<file path="src/rtl/sq_pkg.sv">
// Shared state encoding, limits and a one-hot helper for the squasher_sched scheduler.
package sq_pkg;

  localparam int SQ_MAX_CLIENTS = 4;
  localparam int SQ_ID_W        = 2;

  typedef enum logic [1:0] {
    IDLE  = 2'd0,
    ISSUE = 2'd1,
    WAIT  = 2'd2,
    RESP  = 2'd3
  } sq_sched_state_t;

  function automatic logic [SQ_MAX_CLIENTS-1:0] sq_onehot(input logic [SQ_ID_W-1:0] id);
    logic [SQ_MAX_CLIENTS-1:0] vec;
    vec     = {SQ_MAX_CLIENTS{1'b0}};
    vec[id] = 1'b1;
    return vec;
  endfunction

endpackage

</file>
<file path="src/rtl/squasher_sched_if.sv">
// Request/grant, engine and response signals of squasher_sched; master is the scheduler side.
interface squasher_sched_if
  import sq_pkg::*;
#(
  parameter int NUM_CLIENTS = 4,
  parameter int ID_W        = 2
);

  logic [NUM_CLIENTS-1:0] req_i;
  logic [NUM_CLIENTS-1:0] gnt_o;
  logic [ID_W-1:0]        sel_o;
  logic                   eng_start_o;
  logic                   eng_busy_i;
  logic                   eng_valid_i;
  logic                   eng_match_i;
  logic [ID_W-1:0]        eng_id_i;
  logic                   rsp_valid_o;
  logic [ID_W-1:0]        rsp_id_o;
  logic                   rsp_match_o;
  logic                   rsp_err_o;
  logic                   idle_o;

  modport master (
    input  req_i, eng_busy_i, eng_valid_i, eng_match_i, eng_id_i,
    output gnt_o, sel_o, eng_start_o, rsp_valid_o, rsp_id_o, rsp_match_o, rsp_err_o, idle_o
  );

  modport slave (
    output req_i, eng_busy_i, eng_valid_i, eng_match_i, eng_id_i,
    input  gnt_o, sel_o, eng_start_o, rsp_valid_o, rsp_id_o, rsp_match_o, rsp_err_o, idle_o
  );

endinterface

</file>
<file path="src/rtl/sq_rr_pick.sv">
// Rotating priority encoder: first set request at or after ptr, wrapping past NUM_CLIENTS-1.
module sq_rr_pick
  import sq_pkg::*;
#(
  parameter int NUM_CLIENTS = 4,
  parameter int ID_W        = 2
) (
  input  logic [NUM_CLIENTS-1:0] req,
  input  logic [ID_W-1:0]        ptr,
  output logic [ID_W-1:0]        winner,
  output logic                   any
);

  logic [2*NUM_CLIENTS-1:0] dbl_s;
  logic [NUM_CLIENTS-1:0]   rot_s;
  logic [ID_W:0]            sum_s;
  logic [ID_W:0]            cand_s;

  // Rotate so that bit 0 is the client at ptr, then take the lowest set bit.
  always_comb begin
    dbl_s  = {req, req} >> ptr;
    rot_s  = dbl_s[NUM_CLIENTS-1:0];
    any    = |rot_s;
    winner = {ID_W{1'b0}};
    sum_s  = {(ID_W+1){1'b0}};
    cand_s = {(ID_W+1){1'b0}};
    for (int i = NUM_CLIENTS - 1; i >= 0; i--) begin
      sum_s  = {1'b0, ptr} + (ID_W+1)'(i);
      cand_s = (sum_s >= (ID_W+1)'(NUM_CLIENTS)) ? (sum_s - (ID_W+1)'(NUM_CLIENTS)) : sum_s;
      winner = rot_s[i] ? cand_s[ID_W-1:0] : winner;
    end
  end

endmodule

</file>
<file path="src/rtl/squasher_sched.sv">
// Round-robin arbiter sharing one worm_squasher engine; SQ_SCHED_TIMEOUT_EN adds a WAIT watchdog.
module squasher_sched
  import sq_pkg::*;
#(
  parameter int NUM_CLIENTS = 4,
  parameter int ID_W        = 2,
  parameter int TIMEOUT     = 64
) (
  input logic              clk_i,
  input logic              rst_ni,
  squasher_sched_if.master bus
);

  sq_sched_state_t        state_r;
  sq_sched_state_t        state_s;
  logic [ID_W-1:0]        sel_r;
  logic [ID_W-1:0]        rr_ptr_r;
  logic [NUM_CLIENTS-1:0] gnt_r;
  logic                   start_r;
  logic                   rsp_valid_r;
  logic [ID_W-1:0]        rsp_id_r;
  logic                   rsp_match_r;
  logic                   rsp_err_r;
  logic                   idle_r;

  logic [ID_W-1:0]           pick_id_s;
  logic                      pick_any_s;
  logic [SQ_MAX_CLIENTS-1:0] onehot_s;
  logic [NUM_CLIENTS-1:0]    gnt_next_s;
  logic                      id_ok_s;
  logic                      timeout_s;

  sq_rr_pick #(
    .NUM_CLIENTS(NUM_CLIENTS),
    .ID_W       (ID_W)
  ) u_pick (
    .req   (bus.req_i),
    .ptr   (rr_ptr_r),
    .winner(pick_id_s),
    .any   (pick_any_s)
  );

  // Grant vector for the current pick and engine id check against the owner.
  always_comb begin
    onehot_s   = sq_onehot(SQ_ID_W'(pick_id_s));
    gnt_next_s = onehot_s[NUM_CLIENTS-1:0];
    id_ok_s    = (bus.eng_id_i == sel_r);
  end

`ifdef SQ_SCHED_TIMEOUT_EN
  logic [7:0] wd_r;

  // Watchdog runs only while WAIT persists and restarts from zero on every entry.
  always_ff @(posedge clk_i or negedge rst_ni) begin
    if (!rst_ni) begin
      wd_r <= 8'd0;
    end else begin
      wd_r <= ((state_r == WAIT) && (state_s == WAIT)) ? (wd_r + 8'd1) : 8'd0;
    end
  end

  assign timeout_s = (state_r == WAIT) && (wd_r == 8'(TIMEOUT - 1));
`else
  logic unused_timeout_s;
  assign unused_timeout_s = ^8'(TIMEOUT);
  assign timeout_s        = 1'b0;
`endif

  // State register.
  always_ff @(posedge clk_i or negedge rst_ni) begin
    if (!rst_ni) begin
      state_r <= IDLE;
    end else begin
      state_r <= state_s;
    end
  end

  // Next-state logic; the winner is only committed on the IDLE to ISSUE edge.
  always_comb begin
    state_s = state_r;
    case (state_r)
      IDLE:    state_s = (pick_any_s && !bus.eng_busy_i) ? ISSUE : IDLE;
      ISSUE:   state_s = WAIT;
      WAIT:    state_s = (bus.eng_valid_i || timeout_s) ? RESP : WAIT;
      RESP:    state_s = IDLE;
      default: state_s = IDLE;
    endcase
  end

  // Registered outputs; pulses default low and are raised on the edge entering ISSUE/RESP.
  always_ff @(posedge clk_i or negedge rst_ni) begin
    if (!rst_ni) begin
      sel_r       <= {ID_W{1'b0}};
      rr_ptr_r    <= {ID_W{1'b0}};
      gnt_r       <= {NUM_CLIENTS{1'b0}};
      start_r     <= 1'b0;
      rsp_valid_r <= 1'b0;
      rsp_id_r    <= {ID_W{1'b0}};
      rsp_match_r <= 1'b0;
      rsp_err_r   <= 1'b0;
      idle_r      <= 1'b1;
    end else begin
      gnt_r       <= {NUM_CLIENTS{1'b0}};
      start_r     <= 1'b0;
      rsp_valid_r <= 1'b0;
      idle_r      <= (state_s == IDLE);
      case (state_r)
        IDLE: begin
          if (state_s == ISSUE) begin
            sel_r   <= pick_id_s;
            gnt_r   <= gnt_next_s;
            start_r <= 1'b1;
          end
        end
        ISSUE: begin
          rr_ptr_r <= (sel_r == ID_W'(NUM_CLIENTS - 1)) ? {ID_W{1'b0}} : (sel_r + ID_W'(1));
        end
        WAIT: begin
          if (bus.eng_valid_i) begin
            rsp_valid_r <= 1'b1;
            rsp_id_r    <= sel_r;
            rsp_match_r <= bus.eng_match_i & id_ok_s;
            rsp_err_r   <= ~id_ok_s;
          end else if (timeout_s) begin
            rsp_valid_r <= 1'b1;
            rsp_id_r    <= sel_r;
            rsp_match_r <= 1'b0;
            rsp_err_r   <= 1'b1;
          end
        end
        RESP: begin
          rsp_valid_r <= 1'b0;
        end
        default: begin
          rsp_valid_r <= 1'b0;
        end
      endcase
    end
  end

  assign bus.gnt_o       = gnt_r;
  assign bus.sel_o       = sel_r;
  assign bus.eng_start_o = start_r;
  assign bus.rsp_valid_o = rsp_valid_r;
  assign bus.rsp_id_o    = rsp_id_r;
  assign bus.rsp_match_o = rsp_match_r;
  assign bus.rsp_err_o   = rsp_err_r;
  assign bus.idle_o      = idle_r;

endmodule

</file>
<file path="src/flat_wrapper.sv">
// flat-port wrapper written by rule: the top's interface ports become plain ports
module squasher_sched_flat import sq_pkg::*;
#(
  parameter int NUM_CLIENTS = 4,
  parameter int ID_W        = 2,
  parameter int TIMEOUT     = 64
)
  (clk_i, rst_ni, bus_req_i, bus_eng_busy_i, bus_eng_valid_i, bus_eng_match_i, bus_eng_id_i, bus_gnt_o, bus_sel_o, bus_eng_start_o, bus_rsp_valid_o, bus_rsp_id_o, bus_rsp_match_o, bus_rsp_err_o, bus_idle_o);
  squasher_sched_if #(.NUM_CLIENTS(NUM_CLIENTS), .ID_W(ID_W)) bus_i ();
  input logic clk_i;
  input logic rst_ni;
  input wire logic [$bits(bus_i.req_i)-1:0] bus_req_i;
  input wire logic [$bits(bus_i.eng_busy_i)-1:0] bus_eng_busy_i;
  input wire logic [$bits(bus_i.eng_valid_i)-1:0] bus_eng_valid_i;
  input wire logic [$bits(bus_i.eng_match_i)-1:0] bus_eng_match_i;
  input wire logic [$bits(bus_i.eng_id_i)-1:0] bus_eng_id_i;
  output wire logic [$bits(bus_i.gnt_o)-1:0] bus_gnt_o;
  output wire logic [$bits(bus_i.sel_o)-1:0] bus_sel_o;
  output wire logic [$bits(bus_i.eng_start_o)-1:0] bus_eng_start_o;
  output wire logic [$bits(bus_i.rsp_valid_o)-1:0] bus_rsp_valid_o;
  output wire logic [$bits(bus_i.rsp_id_o)-1:0] bus_rsp_id_o;
  output wire logic [$bits(bus_i.rsp_match_o)-1:0] bus_rsp_match_o;
  output wire logic [$bits(bus_i.rsp_err_o)-1:0] bus_rsp_err_o;
  output wire logic [$bits(bus_i.idle_o)-1:0] bus_idle_o;
  assign bus_i.req_i = bus_req_i;
  assign bus_i.eng_busy_i = bus_eng_busy_i;
  assign bus_i.eng_valid_i = bus_eng_valid_i;
  assign bus_i.eng_match_i = bus_eng_match_i;
  assign bus_i.eng_id_i = bus_eng_id_i;
  assign bus_gnt_o = bus_i.gnt_o;
  assign bus_sel_o = bus_i.sel_o;
  assign bus_eng_start_o = bus_i.eng_start_o;
  assign bus_rsp_valid_o = bus_i.rsp_valid_o;
  assign bus_rsp_id_o = bus_i.rsp_id_o;
  assign bus_rsp_match_o = bus_i.rsp_match_o;
  assign bus_rsp_err_o = bus_i.rsp_err_o;
  assign bus_idle_o = bus_i.idle_o;
  squasher_sched #(.NUM_CLIENTS(NUM_CLIENTS), .ID_W(ID_W), .TIMEOUT(TIMEOUT)) u_core (.clk_i(clk_i), .rst_ni(rst_ni), .bus(bus_i));
endmodule
</file>
<file path="config.mk">
export PLATFORM = sky130hd
export DESIGN_NAME = squasher_sched_flat
export DESIGN_NICKNAME = d
export VERILOG_FILES = /design/src/rtl/sq_pkg.sv /design/src/rtl/squasher_sched_if.sv /design/src/rtl/sq_rr_pick.sv /design/src/rtl/squasher_sched.sv /design/src/flat_wrapper.sv
export SDC_FILE = /design/constraint.sdc
export NUM_CORES = 1
export LEC_CHECK = 0
export ABC_AREA = 1
export ABC_CLOCK_PERIOD_IN_PS = 1800
export CAP_MARGIN = 20
export CORE_MARGIN = 3
export CORE_UTILIZATION = 49
export CTS_BUF_LIST = sky130_fd_sc_hd__clkbuf_2 sky130_fd_sc_hd__clkbuf_4 sky130_fd_sc_hd__clkbuf_8
export DETAILED_ROUTE_END_ITERATION = 8
export GPL_ROUTABILITY_DRIVEN = 0
export HOLD_SLACK_MARGIN = 0.05
export PLACE_DENSITY = 0.84
export REMOVE_ABC_BUFFERS = 1
export SYNTH_ARGS = -nofsm -noshare
export SYNTH_HDL_FRONTEND = slang
export SYNTH_SLANG_ARGS = --single-unit
export TNS_END_PERCENT = 100
</file>
<file path="constraint.sdc">
create_clock -name clk_i -period 1.8 [get_ports clk_i]
set_input_delay 0.18 -clock clk_i [delete_from_list [all_inputs] [get_ports clk_i]]
set_output_delay 0.18 -clock clk_i [all_outputs]
set_load 0.02 [all_outputs]
</file>
* Word-level counts from Yosys, hierarchy flattened
Cells that the tools add are included.
Storage, ports and cells: logic and storage cells 61, input bits 11, register bits after elaboration 17, output and inout port bits 13
Operators by class: shift operators 1, $add $sub $neg 8, reductions and logical operators 8, muxes and demuxes 20, eq/ne operators 6, order comparisons 6, bitwise gates (word level) 2
Operator list (number):
- 2-bit 2-to-1 mux | 9
- 3-bit >= comparator, second input constant | 3
- 4-bit 2-to-1 mux | 2
- 2-bit one-hot mux with 4 select lines | 1
- 8-bit by 2-bit >> shifter with 4-bit output | 1
- 2-bit by 1-bit subtractor with 2-bit output, second input constant | 4
- 1-bit 2-to-1 mux | 7
- 2-bit by 2-bit adder with 3-bit output, second input constant | 2
- 2-bit == test, second input constant | 3
- 2-bit by 1-bit == test with 1-bit output, second input constant | 2
- 2-bit zero test | 2
- 2-bit AND reduction | 2
- 4-bit OR reduction | 1
- 2-bit by 1-bit adder with 3-bit output, second input constant | 1
- 2-bit by 3-bit >= comparator with 1-bit output, second input constant | 1
- 2-bit by 3-bit < comparator with 1-bit output, second input constant | 1
- 2-bit by 1-bit adder with 2-bit output, second input constant | 1
- 1-bit demux with 2-bit select | 1
- 2-bit == test | 1
- 2-bit by 1-bit >= comparator with 1-bit output, second input constant | 1
- 1-bit logical AND | 2
- 1-bit AND | 1
- 1-bit zero test | 1
- 1-bit inverter | 1

* Logic depth before layout (Yosys ltp)
Gate-level depths: netlist (run 1).
depth in word-level cells 13, gate-level depth with buffers 12, depth with buffers taken out 11

* Hierarchy
A second synthesis (run 1) with hierarchy kept.
Second synthesis, totals: cells, all modules 109, area total of the unflattened synthesis 935.9 um^2
By module, submodules not included:
- squasher_sched | area each 674.4 um^2, seq. area each 426.7 um^2, cells each 62, instances 1
- sq_rr_pick | area each 261.5 um^2, seq. area each 0.0 um^2, cells each 47, instances 1

* Worst setup path after synthesis (run 1)
Ideal clock, no wire load.
path type register to register, start point register u_core.state_r[0], end point register u_core.rsp_match_r, in the netlist u_core.bus.rsp_match_o, setup time 0.066 ns, data required time 1.734 ns, arrival 1.158 ns, clock period less this slack 1.224 ns, buffers on the path 0, slack 0.576 ns, cell stages (with the launch flop) 8, cell sequence dfrtp_1 -> inv_1 -> ha_1 -> nand2_1 -> inv_1 -> nand2_1 -> nor3_1 -> a22o_1
On the way: cells in the longest elaborated chain, start to end 2
RTL lines:
- start: declaration | RTL line squasher_sched.sv:14 | sq_sched_state_t state_r;
- start signal: assignment | RTL line squasher_sched.sv:74 | state_r <= state_s;
- 2-bit == test | RTL line squasher_sched.sv:107 | case (state_r)
- 2-bit AND reduction (no source line)
- end signal: assignment | RTL line squasher_sched.sv:122 | rsp_match_r <= bus.eng_match_i & id_ok_s;
- end: declaration | RTL line squasher_sched.sv:22 | logic rsp_match_r;
Every way passes these cells. A chain may end at the register's enable or synchronous reset.

* Worst setup path in the final report (run 1)
start point register u_core.idle_r, in the netlist u_core.bus.idle_o, end point output port bus_idle_o
RTL lines:
- start: declaration | RTL line squasher_sched.sv:24 | logic idle_r;
- start signal: assignment | RTL line squasher_sched.sv:106 | idle_r <= (state_s == IDLE);
- end: declaration | RTL line flat_wrapper.sv:24 | output wire logic [$bits(bus_i.idle_o)-1:0] bus_idle_o;
No word-level cell between the ends.

==> flow_summary.toml, run 1 <==
[clock_network]
cts_tree = "built"
clk_latency_ns = 0.29
cts_root_buffer = "clkbuf_4"
cts_sinks = 17
cts_setup_buffers = 0
cts_hold_buf = 0
clkTransAtPathRegs_ns = 0.10
cts.path.max_buffers = 2
cts-buffers-inserted = 3
cts_resized = 0
cts_max_level = 1

[floorplan]
die_h_um = 49.29
io_pins = 24
start_util = 0.5262
core_mm2 = 0.001745
die_w_um = 49.29
rows = 15
dieArea_mm2 = 0.002430

[power_and_ir_drop]
pwr_density_cell_mw_per_mm2 = 1698
internal-power_mw = 1.113
switchingPower_uw = 943.0
switching_share = 0.4586
peakVddDrop_mv = 0.8943
p_clk_frac = 0.099
power_frac_seq = 0.325
leakage_nw = 0.6236
combPwrFrac = 0.576

[detailed_routing]
ant_nets = 0
via_per_inst = 4.719
drt_wl_total_um = 1877
avgRoutedWirePerCell_um = 11.24
first_pass_iters = 4
drc = 0
vias = 788
drtIter0Drc = 3

[final_layout]
syn_to_final_growth_pct = 31.88
register_area_um2 = 426.7
mostFrequentLayoutCells = "32 x nand2_1, 23 x clkdlybuf4s50_1, 16 x dfrtp_1"
fillers = 159
layout_commonest_cell = "nand2_1"
design_area_mm2 = 0.001211
drive_above_1_share = 0.1620
multi_input_area_um2 = 421.7
antenna_cells = 0
finalNetCount = 158

[grt]
grt_antenna_before_repair = 0
gr-total-overflow = 0
grt_max_degree = 18
grt_usage = 0.1796
grt_pass1_vias = 798
grt_pass1_wl_um = 3325

[sta]
worstMarginPinSlew_ns = 0.3788
rsz0062_at_grt = "no"
tns_ns = 0
max_freq_mhz = 631.6
whs_ns = 0.2051
fin_skew_ns = 0.001175
fin_crit_ns = 1.583
slew_violations = 0
slew_headroom = 0.7475
fin_crit_sh = 0.8795
finalHoldViolCount = 0
setup_viol = 0

[run_status]
status = "finished, final reports clean"

[worst_setup_path]
crit_path_start_kind = "flop"
crit_chain = "clkdlybuf4s50_1"
crit_path_max_incr_delay_ns = 0.59
path_class = "flop to primary output"
critical_path.slowest_cell = "clkdlybuf4s50_1"
cp_num_buf_inv = 1
end_kind = "primary output"
required_ns = 1.62
crit_fanout = 1
arrival_ns = 1.40
path_delay_family = "buffers and inverters"

[logic_synthesis]
ys_seq_area_frac = 0.4646
netlist_area_um2 = 918.4
yosys.area_share.simple = 0.3297
synth_area_leaders = "dfrtp_1 44%, nand2_1 13%, nand2_2 6.1%"
synth_edf_count = 0
yosys_warnings = 0
synthCells = 114
netlist-cell-type-count = 22
synth_compound_gate_area_share = 0.05586
synth_xor_area_frac = 0.01907
ys_seq_elements = 17
synth_area_leader_cell = "dfrtp_1"
synthAdderAreaFrac = 0.05450
avgSynthCellArea_um2 = 8.056
ys.flop_type = "dfrtp_1"
synth_top_family_by_area = "simple AND/OR/NAND/NOR gates"
yosys.area.top_type_share = 0.4360
synth.area.mux_share = 0
synthArstFlopShare = 1.000

[hold_path]
hp-class = "primary input to asynchronous set/reset pin"

[flow_run]
cap_violations = 0

[placed_design]
hpwl_um = 1515
port_buffers = 23
dpl_cell_area_mm2 = 0.001184
## cell type report
type / instances / share of cell area
clock buffer: 3 / 0.01860
clock inverter: 1 / 0.004132
inverter: 15 / 0.04855
multi-input combinational: 81 / 0.3481
sequential: 17 / 0.3523
tap: 25 / 0.02583
timing repair buffer: 25 / 0.2025
## synth_stat cells (2+ instances only)
library cell,instances
ha_1,4
inv_1,12
o21ai_0,5
nor2_1,13
nand2_2,9
nand2_1,32
inv_2,2
nand3_1,6
nand3_2,3
dfrtp_1,16
## worst paths after layout
path,from,end,slack (ns),cells past startpoint
worst max-delay path,u_core.bus.idle_o,bus_idle_o,0.22,1
worst min-delay path,rst_ni,u_core.bus.rsp_id_o[1],0.21,2
worst max register to register,u_core.rr_ptr_r[0],u_core.bus.gnt_o[2],0.32,9
worst min register to register,u_core.bus.rsp_id_o[0],u_core.bus.rsp_id_o[0],0.50,2
max in group asynchronous,rst_ni,u_core.bus.idle_o,1.35,2
min in group clk_i,bus_eng_valid_i,u_core.bus.rsp_valid_o,0.47,3
## through the flow
step	setup slack [ns]	instances	power, mW	util
detailed placement	0.2575	163	1.867	0.6781
global placement	0.3277	163	1.816	0.6781
floorplan	0.5253	113	1.452	-
CTS	0.2112	167	2.072	0.6939
global route	0.1742	167	2.237	0.6939
finish	0.2168	167	2.056	0.6939
## layer usage
metal	wire length (µm)	track usage
met1	762	0.1848
met2	973	0.3304
met3	89	0.03058
met4	51	0.1137
met5	0	0
## registers in the layout, indices dropped and copies added, names as in the netlist
| signal | cells |
|---|---|
| u_core.state_r | 2 |
| u_core.bus.rsp_valid_o | 1 |
| u_core.bus.rsp_err_o | 1 |
| u_core.rr_ptr_r | 2 |
| u_core.bus.gnt_o | 4 |
| u_core.bus.eng_start_o | 1 |
| u_core.bus.sel_o | 2 |
| u_core.bus.rsp_match_o | 1 |
| u_core.bus.rsp_id_o | 2 |
| u_core.bus.idle_o | 1 |
## cell families (layout without fill, tap and decap cells)
group,Yosys count,count (layout)
buffers and inverters,16,44
flip-flops,17,17
XOR/XNOR,2,2
adder cells (fa/ha/maj),4,4
AND/OR/NAND/NOR,66,66
AO/OA/AOI/OAI,9,9
## power by group through the flow
stage | Clock, mW | Sequential, mW | Combinational [mW]
finish | 0.204 | 0.669 | 1.18
global route | 0.222 | 0.693 | 1.32
CTS | 0.205 | 0.671 | 1.20
detailed placement | 0 | 0.678 | 1.19
global placement | 0 | 0.673 | 1.14
floorplan | 0 | 0.787 | 0.665
(Power assumes the default switching activity.)
==> run 2, diff against run 1 <==
--- a/config.mk
+++ b/config.mk
@@ -8,7 +8,6 @@
 export ABC_AREA = 1
 export ABC_CLOCK_PERIOD_IN_PS = 1800
 export CAP_MARGIN = 20
-export CORE_MARGIN = 3
 export CORE_UTILIZATION = 49
 export CTS_BUF_LIST = sky130_fd_sc_hd__clkbuf_2 sky130_fd_sc_hd__clkbuf_4 sky130_fd_sc_hd__clkbuf_8
 export DETAILED_ROUTE_END_ITERATION = 8
==> run 2 against run 1 <==
- global-route usage is 4.1 points higher
- die area fell by 16%
- setup slack better by 0.0030 ns
- clock power shrank 2%
- core utilization did not move
- fmax up 0.19%
- clock skew up 0.0014 ns
- combinational power is essentially flat
- count of clock-buffer cells in the layout unchanged
- non-clock buffer count unchanged
- wire length decreased by 3.6%
- highest routed layer unchanged
==> flow_summary.toml, run 2 (same netlist as run 1, synthesis figures left out) <==
[grt]
grt_pass1_vias = 755
grt_antenna_before_repair = 0
grt_max_degree = 18
gr-total-overflow = 0
grt_pass1_wl_um = 3125
grt_usage = 0.2209

[sta]
setup_viol = 0
max_freq_mhz = 632.8
fin_crit_ns = 1.580
slew_violations = 0
fin_skew_ns = 0.002616
rsz0062_at_grt = "no"
finalHoldViolCount = 0
fin_crit_sh = 0.8779
tns_ns = 0
slew_headroom = 0.7485
timing.final.ws_setup_ns = 0.2198
worstMarginPinSlew_ns = 0.3772

[final_layout]
largest_reg_flops = 4
fillers = 162
drive_above_1_share = 0.1620
antenna_cells = 0
mostFrequentLayoutCells = "32 x nand2_1, 23 x clkdlybuf4s50_1, 16 x dfrtp_1"
layout_commonest_cell = "nand2_1"
syn_to_final_growth_pct = 31.88
finalNetCount = 158

[worst_setup_path]
path_class = "flop to primary output"
rr_worst_depth = 8
crit_path_start_kind = "flop"
crit_fanout = 1
r2r_slack_ns = 0.32
required_ns = 1.62
crit_path_max_incr_delay_ns = 0.59
critical_path.slowest_cell = "clkdlybuf4s50_1"
r2r_end = "u_core.bus.gnt_o[2]"
endpoint = "bus_idle_o"
end_kind = "primary output"
r2r_start = "u_core.rr_ptr_r[0]"
crit_chain = "clkdlybuf4s50_1"
arrival_ns = 1.40
cp-startpoint = "u_core.bus.idle_o"
cp_num_buf_inv = 1
cp.depth = 1
path_delay_family = "buffers and inverters"

[hold_path]
hp-class = "primary input to asynchronous set/reset pin"

[run_status]
status = "finished, final reports clean"

[detailed_routing]
drt_wl_total_um = 1810
via_per_inst = 4.826
avgRoutedWirePerCell_um = 10.84
drc = 0
vias = 806
drtIter0Drc = 7
ant_nets = 0
first_pass_iters = 4

[clock_network]
cts.path.max_buffers = 2
cts_tree = "built"
cts_resized = 0
clk_latency_ns = 0.29
cts_hold_buf = 0
cts_root_buffer = "clkbuf_4"
cts_sinks = 17
cts_max_level = 1
cts-buffers-inserted = 3
clkTransAtPathRegs_ns = 0.10
cts_setup_buffers = 0

[power_and_ir_drop]
leakage_nw = 0.6236
pwr_density_cell_mw_per_mm2 = 1692
peakVddDrop_mv = 0.9740

[flow_run]
cap_violations = 0

[floorplan]
die_w_um = 45.29
io_pins = 24
start_util = 0.5262
die_h_um = 45.29
core_mm2 = 0.001745
dieArea_mm2 = 0.002051
rows = 15

[placed_design]
pre_cts_ws_ns = 0.2610
port_buffers = 23
hpwl_um = 1444
run 2: cell counts in the layout (fill, tap and decap cells not counted):
No cell type changed its count.
run 2: power breakdown:
part           internal [mW]  switching, mW
logic                  0.493          0.682
registers              0.537          0.137
clock network         0.0827          0.117
run 2: layout make-up:
| cell class | count | area, µm² | share of cell area |
|---|---|---|---|
| sequential | 17 | 426.7 | 0.3523 |
| multi-input combinational | 81 | 421.7 | 0.3481 |
| timing repair buffer | 25 | 245.2 | 0.2025 |
| inverter | 15 | 58.81 | 0.04855 |
| tap | 25 | 31.28 | 0.02583 |
| clock buffer | 3 | 22.52 | 0.01860 |
| clock inverter | 1 | 5.005 | 0.004132 |
run 2: routing by layer:
metal	vias up	share of wire	global-route usage
li1	410	-	-
met1	370	0.44	0.2532
met2	22	0.50	0.3681
met3	4	0.035	0.04800
met4	0	0.030	0.1455
met5	-	0	0
run 2: worst min path at each step:
stage,start,endpoint,cells after the start
2_1_floorplan,rst_ni,u_core.bus.eng_start_o,0
3_3_place_gp,u_core.bus.rsp_id_o[0],u_core.bus.rsp_id_o[0],2
3_5_place_dp,u_core.bus.rsp_id_o[0],u_core.bus.rsp_id_o[0],2
4_1_cts,rst_ni,u_core.bus.rsp_id_o[0],2
5_1_grt,rst_ni,u_core.bus.rsp_id_o[0],2
6_report,rst_ni,u_core.bus.rsp_id_o[0],2
run 2: per-stage QoR:
stage	area [µm²]	hold WS (ns)	util	total power [mW]	std cells
final	1211	0.2073	0.6939	2.049	167
after CTS	1211	0.2075	0.6939	2.065	167
after floorplan	907.1	-0.1156	-	1.452	113
after global routing	1211	0.2064	0.6939	2.248	167
after global placement	1184	0.4686	0.6781	1.813	163
after detailed placement	1184	0.4871	0.6781	1.860	163
==> run 3, diff against run 2 <==
--- a/config.mk
+++ b/config.mk
@@ -15,6 +15,7 @@
 export HOLD_SLACK_MARGIN = 0.05
 export PLACE_DENSITY = 0.84
 export REMOVE_ABC_BUFFERS = 1
+export SLEW_MARGIN = 20
 export SYNTH_ARGS = -nofsm -noshare
 export SYNTH_HDL_FRONTEND = slang
 export SYNTH_SLANG_ARGS = --single-unit
==> results of run 3 <==
Final layout, timing and power as in run 2 (identical DEF).
